`src/rtl/cpu_pkg.sv`:
```
// Shared CPU definitions: instruction width, special encodings and fetch-stage state type.
package cpu_pkg;

   localparam int INSTR_W = 12;

   localparam logic [INSTR_W-1:0] NOP_INSTR  = 12'h000;
   localparam logic [INSTR_W-1:0] HALT_INSTR = 12'hFFF;

   typedef enum logic {
      RUN    = 1'b0,
      HALTED = 1'b1
   } fetch_state_t;

endpackage

```
`src/rtl/fetch_stage.sv`:
```
// Instruction fetch stage: PC sequencing, redirect, stall hold and HALT detection
// in front of a memory with a 1-cycle synchronous read.
module fetch_stage
   import cpu_pkg::*;
#(
   parameter int                ADDR_W   = 8,
   parameter logic [ADDR_W-1:0] RESET_PC = '0
) (
   input  logic               clk,
   input  logic               reset,
   input  logic               stop,
   input  logic               branch_taken,
   input  logic [ADDR_W-1:0]  branch_target,
   output logic [ADDR_W-1:0]  imem_addr,
   input  logic [INSTR_W-1:0] imem_rdata,
   output logic [INSTR_W-1:0] instruction_out,
   output logic [ADDR_W-1:0]  pc_out,
   output logic               valid_out,
   output logic               halted,
   output logic [15:0]        fetch_count
);

   logic [ADDR_W-1:0] fetch_pc;
   logic [ADDR_W-1:0] inflight_pc;
   logic              inflight_valid;
   fetch_state_t      state;
   logic [15:0]       fetch_count_q;
   logic              deliver;

   // While stalled the memory re-reads the in-flight address so its data stays put.
   assign imem_addr       = stop ? inflight_pc : fetch_pc;
   assign valid_out       = inflight_valid && (state == RUN) && !branch_taken;
   assign instruction_out = valid_out ? imem_rdata : NOP_INSTR;
   assign pc_out          = inflight_pc;
   assign halted          = (state == HALTED);
   assign fetch_count     = fetch_count_q;
   assign deliver         = valid_out && !stop;

   always_ff @(posedge clk) begin
      if (reset) begin
         fetch_pc       <= RESET_PC;
         inflight_pc    <= '0;
         inflight_valid <= 1'b0;
         state          <= RUN;
         fetch_count_q  <= '0;
      end else if (state == RUN) begin
         if (branch_taken) begin
            fetch_pc       <= branch_target;
            inflight_valid <= 1'b0;
         end else if (!stop) begin
            fetch_pc       <= fetch_pc + ADDR_W'(1);
            inflight_pc    <= fetch_pc;
            inflight_valid <= 1'b1;
         end
         if (deliver) begin
            fetch_count_q <= fetch_count_q + 16'd1;
            if (instruction_out == HALT_INSTR) begin
               state <= HALTED;
            end
         end
      end
   end

endmodule

```
`config.mk`:
```
export PLATFORM = sky130hd
export DESIGN_NAME = fetch_stage
export DESIGN_NICKNAME = d
export VERILOG_FILES = /design/src/rtl/cpu_pkg.sv /design/src/rtl/fetch_stage.sv
export SDC_FILE = /design/constraint.sdc
export NUM_CORES = 1
export LEC_CHECK = 0
export ABC_CLOCK_PERIOD_IN_PS = 2550
export CAP_MARGIN = 40
export CORE_MARGIN = 1.5
export CORE_UTILIZATION = 44
export CTS_CLUSTER_SIZE = 24
export DETAILED_ROUTE_END_ITERATION = 7
export PLACE_DENSITY = 0.8
export SYNTH_ARGS = -nofsm -noshare
export SYNTH_HDL_FRONTEND = slang
export SYNTH_SLANG_ARGS = --single-unit
```
`constraint.sdc`:
```
create_clock -name clk -period 2.55 [get_ports clk]
set_input_delay 0.51 -clock clk [delete_from_list [all_inputs] [get_ports clk]]
set_output_delay 0.51 -clock clk [all_outputs]
set_load 0.02 [all_outputs]
```
==> results of run 1 <==
## sequential cells by signal, summed over array words and instances, names as in the netlist
register,count
fetch_pc,8
pc_out,8
halted,1
inflight_valid,1
fetch_count,16
## per-layer routing
layer | global-route usage, % | up-vias | part of all wire (%)
met3 | 6.67 | 11 | 5.8
met1 | 28.2 | 942 | 42
met2 | 41.2 | 75 | 50
li1 | - | 963 | -
met5 | 0 | - | 0
met4 | 12.2 | 0 | 1.9
## kinds of logic (layout without fill, tap and decap cells)
| logic type | count (synthesis) | after routing |
|---|---|---|
| AOI/OAI and AO/OA | 50 | 50 |
| muxes | 11 | 11 |
| and+or+nand+nor | 98 | 98 |
| xor gates and xnor gates | 9 | 9 |
| adders and majority gates | 2 | 2 |
| buffers and inverters | 20 | 101 |
| DFF | 34 | 34 |
## final timing paths
path / start / end / slack (ns) / cells past startpoint
hold / removal: fetch_count[12] / fetch_count[12] / 0.50 / 2
setup reg to reg: inflight_valid / fetch_count[11] / 0.51 / 4
hold reg to reg: fetch_count[12] / fetch_count[12] / 0.50 / 2
setup / recovery: stop / imem_addr[5] / 0.05 / 4
## tightest hold or removal path: cells and delay by family (launching register included)
| kind | cells | cell delay (ns) |
|---|---|---|
| flops | 1 | 0.33 |
| compound gates | 2 | 0.13 |
## cells in the final DEF (no fill, tap or decap), types with 3 or more instances in the layout
cell / count
sky130_fd_sc_hd__clkbuf_8: 6
sky130_fd_sc_hd__o21ai_0: 15
sky130_fd_sc_hd__nor2_1: 21
sky130_fd_sc_hd__xor2_1: 4
sky130_fd_sc_hd__nand3_1: 8
sky130_fd_sc_hd__nor3_1: 4
sky130_fd_sc_hd__and4_1: 3
sky130_fd_sc_hd__buf_4: 17
sky130_fd_sc_hd__or4_1: 3
sky130_fd_sc_hd__and3_1: 14
sky130_fd_sc_hd__a21oi_1: 23
sky130_fd_sc_hd__inv_1: 6
sky130_fd_sc_hd__xnor2_1: 5
sky130_fd_sc_hd__clkdlybuf4s50_1: 50
sky130_fd_sc_hd__dfxtp_1: 34
sky130_fd_sc_hd__nor4_1: 3
sky130_fd_sc_hd__a211oi_1: 3
sky130_fd_sc_hd__nand2_1: 22
sky130_fd_sc_hd__mux2_2: 8
sky130_fd_sc_hd__nand4_1: 6
sky130_fd_sc_hd__dlygate4sd2_1: 19
sky130_fd_sc_hd__nor2b_1: 4
## stage by stage
| stage | total power, mW | worst slack, ns |
|---|---|---|
| CTS | 1.38 | 0.0354 |
| detailed placement | 0.766 | -0.110 |
| floorplan | 0.660 | 0.415 |
| finish | 1.38 | 0.0479 |
| global placement | 0.763 | -0.0653 |
| global route | 1.43 | 0.0141 |
## report_power, final
part	internal, mW	total (mW)	switching [mW]
clock network	0.417	0.630	0.213
logic	0.0950	0.183	0.0884
registers	0.545	0.564	0.0191
## cell type report
class | instances | area share (%)
clock buffers | 6 | 2.97
inverters | 6 | 0.809
flip-flops and latches | 34 | 24.4
multi-input cells | 170 | 38.1
clock inverters | 2 | 2.16
well taps | 50 | 2.25
repair buffers | 87 | 29.3
==> impl.org, run 1 <==
** Placed design
- Counting tap cells, the placed design contains a total of about 350 instances.
- Port Buf Inserts :: 69
- At the end of routability-driven placement, the weighted congestion stood at roughly 0.78.
- After detailed placement, the total cell area comes to about 2700 µm².
- Summed over all nets, the half-perimeter wirelength after detailed placement is roughly 3800 µm.

** Yosys
- Avg Cell Area, Syn :: roughly 8 µm²
- Async set-or-reset flop fraction in the synthesized netlist :: 0%
- Combinational family with the most area after synthesis :: simple AND/OR/NAND/NOR gates
- The share of the Yosys chip area taken by registers is 37.3%.
- The synthesized netlist devotes 29.9% of its cell area to simple gates.
- The number of different library cells used by synthesis comes to 41.
- Among all cell types in the netlist, the one instantiated most often is sky130_fd_sc_hd__dfxtp_1.
- Ranked by instance count, the synthesized netlist is headed by 34 x sky130_fd_sc_hd__dfxtp_1, 23 x sky130_fd_sc_hd__a21oi_1, 22 x sky130_fd_sc_hd__nand2_1, 21 x sky130_fd_sc_hd__nor2_1, 15 x sky130_fd_sc_hd__o21ai_0.
- Of the total synthesized cell area, the portion taken by full adders, half adders and majority gates is 1.37%.
- After synthesis, the share of cell area in mux cells is 6.85%.
- Among all flip-flop cells after synthesis, the most frequent one is sky130_fd_sc_hd__dfxtp_1.
- Count of synthesis-stage warnings from yosys :: 0
- Fraction of synthesized cell area taken by the top area cell type :: 37.3%
- Of the total synthesized cell area, the portion taken by XOR and XNOR cells is 4.32%.
- Share of the synthesized area in compound gates (AO/OA/AOI/OAI) :: 15.7%
- Gate Count Post-Synth :: 224
- Synthesis inferred 34 register bits.
- The number of nets in the synthesized netlist is 250.
- Netlist area before placement :: 1830 µm²
- Sorting the synthesized cells by area gives the leading types as sky130_fd_sc_hd__dfxtp_1 37%, sky130_fd_sc_hd__a21oi_1 6.3%, sky130_fd_sc_hd__mux2_2 4.9%.
- EDFF count, synth :: 0
- Cell taking the most area after synthesis :: sky130_fd_sc_hd__dfxtp_1

** Final layout
- Relative to the synthesized area, the layout overhead comes to 52.4%.
- Nets :: 330
- The number of antenna diodes in the final layout is 0.
- Post-route design area :: 2780 µm²
- Final cell utilization of the core :: between 60% and 70%
- The post-route netlist has 12.5% of its cells at a drive strength greater than 1.
- Area taken by multi-input logic gates :: 1060 µm²
- Post-Layout Cell Count :: 355
- The filler cells instantiated in the layout total 348.
- Footprint of the flip-flops and latches :: 681 µm²

** Clock network
- Total number of clock tree sinks :: 34
- Clock transition at the registers of the reported paths :: 0.08 ns
- TritonCTS clock tree :: built
- The number of setup buffers added after CTS is 0.
- Buffers inserted to repair hold after CTS numbered 0.
- Number of levels the H-tree was split into :: 2
- At the later pin of the worst-skew pair, clock insertion delay measures 0.30 ns.
- The root buffer cell chosen for the clock tree is sky130_fd_sc_hd__clkbuf_8.
- Buffers inserted during clock tree synthesis total 5.
- In this run the deepest clock path goes through 2 buffers.
- Once the clock tree was built, the resizer swapped 19 gates to a different size.

** Min path
- Tightest Hold Check Type :: reg -> reg

** STA
- For the pin with the worst max-slew slack, the measured transition is 0.624 ns.
- Setup violations remaining at the end of the flow were counted as 0.
- Setup TNS Final :: 0 ns
- FMAX :: 400 MHz
- Hold slack final :: 0.502 ns
- The number of hold violations in the final report is 0.
- Headroom to the max-slew limit came out at roughly 58%.
- The total count of max-transition violations in the final report came to 0.
- RSZ-0062 raised after global routing :: false
- Min Clock Period, post-route :: 2.50 ns
- The worst path uses between 90% and 100% of the clock period.
- Between clock sinks in the finished design, the worst skew comes to 0.00758 ns.

** Critical path
- Together, buffers and inverters on the worst path number 3.
- Dominant cell type by count on the critical path :: sky130_fd_sc_hd__clkdlybuf4s50_1
- The setup path with the least slack is of type in -> out.
- At the worst endpoint, the required time is 2.04 ns.
- Kind of start point of the critical path :: primary input
- Crit path arrival time :: a little under 2 ns
- The slowest stage of the critical path is the sky130_fd_sc_hd__clkdlybuf4s50_1 cell.
- Element type at the critical path end :: output port
- Crit-path cells :: clkdlybuf4s50_1, buf_12, o21ai_0, clkdlybuf4s50_1
- Highest net fanout along the worst path :: 13
- On the critical path the largest part of the delay comes from buffers and inverters.
- CP peak stage delay :: 0.66 ns

** Detailed routing
- After detailed routing, the total wire length is 5190 µm.
- Number of nets still failing antenna checks after routing :: 0
- Violation count after the first detailed-route iteration :: 120
- After detailed routing, the average wire length per cell comes to roughly 15 µm.
- Detailed-route vias per instance :: around 5.6
- Vias :: 1991
- The first TritonRoute pass finished after 4 iterations.
- After detailed routing, the number of remaining DRC violations is 0.

** Die
- From bottom edge to top edge, the die measures 67.4 µm.
- Total core area :: around 4000 µm²
- Pin placement for this block handled 70 I/O pins.
- Standard-cell rows :: 23
- The die covers 4550 µm².
- The initial utilization of the core area, before any placement, comes to 45.7%.
- Die X-Extent :: 67.4 µm

** Power
- Power spread over the standard cell area amounts to 495 nW/µm².
- Leakage power figure :: 1.15 nW
- The worst-case IR drop observed on VDD is 0.475 mV.

** Global route
- Vias in the first global route :: around 1800
- Summed over all layers, the global routing overflow is 0.
- Maximum number of pins on one net before global-route repair :: 19
- Number of antenna violations at the first check in global routing :: 0
- Tot GR Track Use :: 24.4%
- The first global-routing pass estimated between 8000 and 9000 µm of wire.

** Run
- Count of max-cap constraint violations :: 0

** Run status
- The run finished with clean final reports.
(Power assumes the default switching activity.)
==> run 2, diff against run 1 <==
Settings changed: CORE_UTILIZATION 44 to 29, PLACE_DENSITY 0.8 to not set.
==> impl.org, run 2 (synthesis gave the netlist of run 1 again) <==
** Run status
- The flow ran to the end, and the final reports show no timing, DRC or antenna violations.

** STA
- Transition time at the pin with the least slew margin :: between 0.5 and 0.6 ns
- Hold slack final :: 0.491 ns
- Setup violations remaining at the end of the flow were counted as 0.
- Part of the cycle the worst path needs :: 96.2%
- Final Skew :: between 0.008 and 0.009 ns
- The smallest clock period supported by the final layout is computed as about 2.5 ns.
- Number of hold-slack violations in the final timing report :: 0
- Max Transition Viols Final :: 0
- Setup slack on the critical path of the routed design comes to 0.0959 ns.
- Worst max-slew margin expressed relative to the limit :: 63.6%
- Derived from the worst setup path, the maximum achievable clock frequency is between 400 and 500 MHz.
- Setup repair after global routing left no endpoint under its margin.

** Critical path
- Kind of critical path :: in -> out
- Traced cell by cell, the critical path runs through clkdlybuf4s50_1, buf_12, nand2b_1, nand2_1, clkdlybuf4s50_1.
- Element type at the critical path end :: output port
- The slowest stage of the critical path belongs to the cell sky130_fd_sc_hd__clkdlybuf4s50_1.
- The worst register-to-register path has a setup slack of approximately 0.57 ns.
- Counting cells, the worst reg-to-reg path comes to 4.
- The largest single stage delay on the critical path is 0.61 ns.
- Crit path arrival time :: 1.94 ns
- In this run the critical register-to-register path is launched from inflight_valid.
- Kind of start point of the critical path :: primary input
- STA puts the critical path data required time at 2.04 ns.
- Worst reg2reg endpoint :: fetch_count[11]
- Highest net fanout along the worst path :: 14
- By instance count, the cell type seen most on the critical path is sky130_fd_sc_hd__clkdlybuf4s50_1.

** Power
- Leakage power figure :: around 1.3 nW
- Sequential cells account for 50.2% of the total power.
- Across the VDD grid, the largest voltage drop is 0.284 mV.
- Cell internal power was estimated by the tool at roughly 0.82 mW.
- Clock Power Share :: 33.6%
- Summed over all nets, the switching power comes to between 0.2 and 0.3 mW.
- PD cells :: 402 nW/µm²
- Combinational logic burns 16.1% of the power.
- Net Sw Frac :: 26.7%

** Detailed routing
- Wires add up to 5210 µm.
- Vias :: 1867
- After the first detailed-routing iteration, the DRC count stood at 58.
- Dividing the detail-routed via count by the number of cells gives 4.94.
- Post-detailed-route wirelength per cell :: 13.8 µm
- In the routed design, unresolved DRC markers number 0.
- 1st-pass router iterations :: 4
- Number of nets still failing antenna checks after routing :: 0

** Global route
- Met1 capacity usage during global routing :: 21.2%
- Vias in the first global route :: 1761
- Leftover overflow at the end of global routing :: 0
- First-pass GRT wire length :: around 8500 µm
- In the global route stage, overall resource usage came out at 16.1%.
- Global Route met2 Usage :: 26.1%
- The global routing stage identified its most utilized layer as met2.
- Number of antenna violations at the first check in global routing :: 0
- For this run, global-route usage on met3 was measured as 4.51%.
- Entering global routing, the biggest net connects 30 pins.

** Clock network
- TritonCTS clock tree :: built
- Resized cells post-CTS :: 8
- Clock-pin slew was measured on the worst setup and hold paths at 0.07 ns.
- Buffers added to address setup during post-CTS repair amount to 0.
- Root buffer selected by CTS :: sky130_fd_sc_hd__clkbuf_8
- In this run the deepest clock path goes through 2 buffers.
- Total number of clock tree sinks :: 34
- The clock tree synthesis step divided the H-tree into 2 levels.
- Total CTS buffers :: 5
- Clock latency on the worst-skew pair, taken at its later pin, is 0.28 ns.
- Hold_buf cts :: 0

** Final layout
- Footprint of the flip-flops and latches :: 681 µm²
- In the final design database the tool counted around 330 nets.
- Final cell utilization of the core :: 46.5%
- In the final layout, the share of cells above drive strength 1 is a little under an eighth.
- The finished layout holds ~380 standard cells, fillers aside.
- Commonest non-fill, non-tap cells in the layout :: 49 x sky130_fd_sc_hd__clkdlybuf4s50_1, 34 x sky130_fd_sc_hd__dfxtp_1, 23 x sky130_fd_sc_hd__a21oi_1
- Most common cell after layout, fill and taps aside :: sky130_fd_sc_hd__clkdlybuf4s50_1
- Post-route design area :: 2790 µm²
- The register with the most flip-flops in the layout has 16 of them.
- Area taken by multi-input logic gates :: 1060 µm²
- Compared with the post-synthesis result, the final layout area differs by 52.6%.
- Fill count :: 598
- The repair_antennas step left the layout with diodes totalling 0.

** Min path
- Tightest Hold Check Type :: reg -> reg
- The worst hold path terminates at pc_out[6].
- Counting instances, the worst hold path has a depth of 2.
- The startpoint identified for the worst hold timing path is pc_out[6].

** Die
- Die X-Extent :: a little over 80 µm
- Top-Level Pins :: 70
- Initial core utilization :: slightly above 30%
- Row generation in the floorplan step produced 28 rows.
- Floorplan die height :: between 80 and 90 µm
- After floorplanning, the core was sized to cover approximately 6000 µm².
- The die covers 6780 µm².

** Placed design
- Post-DP HPWL :: 3870 µm
- Once placement finished, the instance area stood at 2690 µm².
- The congestion estimate from routability-driven global placement came to 0.802.
- During placement, the flow inserted port buffers numbering 69.
- # placed instances :: 371
- OpenSTA, run right after detailed placement, puts the worst setup slack at -0.0280 ns.

** Run
- Across the run, the number of max-cap violations was 0.
-- run 2: worst max-delay path by stage --
stage / startpoint / end / slack, ns / cells after the start
after CTS: branch_taken / instruction_out[2] / 0.003 / 5
after floorplan: stop / fetch_count[11] / 0.42 / 6
after detailed placement: stop / fetch_count[15] / -0.03 / 7
after global routing: stop / imem_addr[3] / 0.02 / 5
final: stop / imem_addr[3] / 0.1 / 5
after global placement: stop / fetch_count[15] / -0.03 / 7
-- run 2: metal layers --
| metal | up-vias | wire length (µm) |
|---|---|---|
| li1 | 961 | - |
| met1 | 855 | 2340 |
| met2 | 47 | 2550 |
| met3 | 4 | 279 |
| met4 | 0 | 34 |
| met5 | - | 0 |
-- run 2: final cells by class --
cell class | count | share of cell area, %
clock buffer | 5 | 2.47
inverter | 6 | 0.808
clock inverter | 2 | 0.359
timing repair buffer | 86 | 30.5
multi-input combinational | 170 | 38.1
tap | 75 | 3.37
sequential | 34 | 24.4
-- run 2: critical path: cells and delay by family --
kind / cells / cell delay (ns)
buf+inv: 3 / 1.21
simple gates: 2 / 0.21
-- run 2: through the flow --
| stage | total power [mW] | setup TNS, ns |
|---|---|---|
| 6_report | 1.12 | 0 |
| 2_1_floorplan | 0.660 | 0 |
| 4_1_cts | 1.14 | 0 |
| 3_5_place_dp | 0.764 | -0.128 |
| 3_3_place_gp | 0.764 | -0.0962 |
| 5_1_grt | 1.18 | 0 |
-- run 2: power groups by stage --
| stage | combinational (mW) | clock (mW) | sequential, mW |
|---|---|---|---|
| finish | 0.181 | 0.377 | 0.564 |
| global route | 0.198 | 0.417 | 0.567 |
| CTS | 0.184 | 0.392 | 0.564 |
| detailed placement | 0.187 | 0 | 0.576 |
| global placement | 0.187 | 0 | 0.577 |
| floorplan | 0.0860 | 0 | 0.574 |
==> run 3, diff against run 2 <==
Settings changed: HOLD_SLACK_MARGIN set to 0.1.
==> results of run 3 <==
The final DEF is identical to that of run 2; final timing and power are the same.
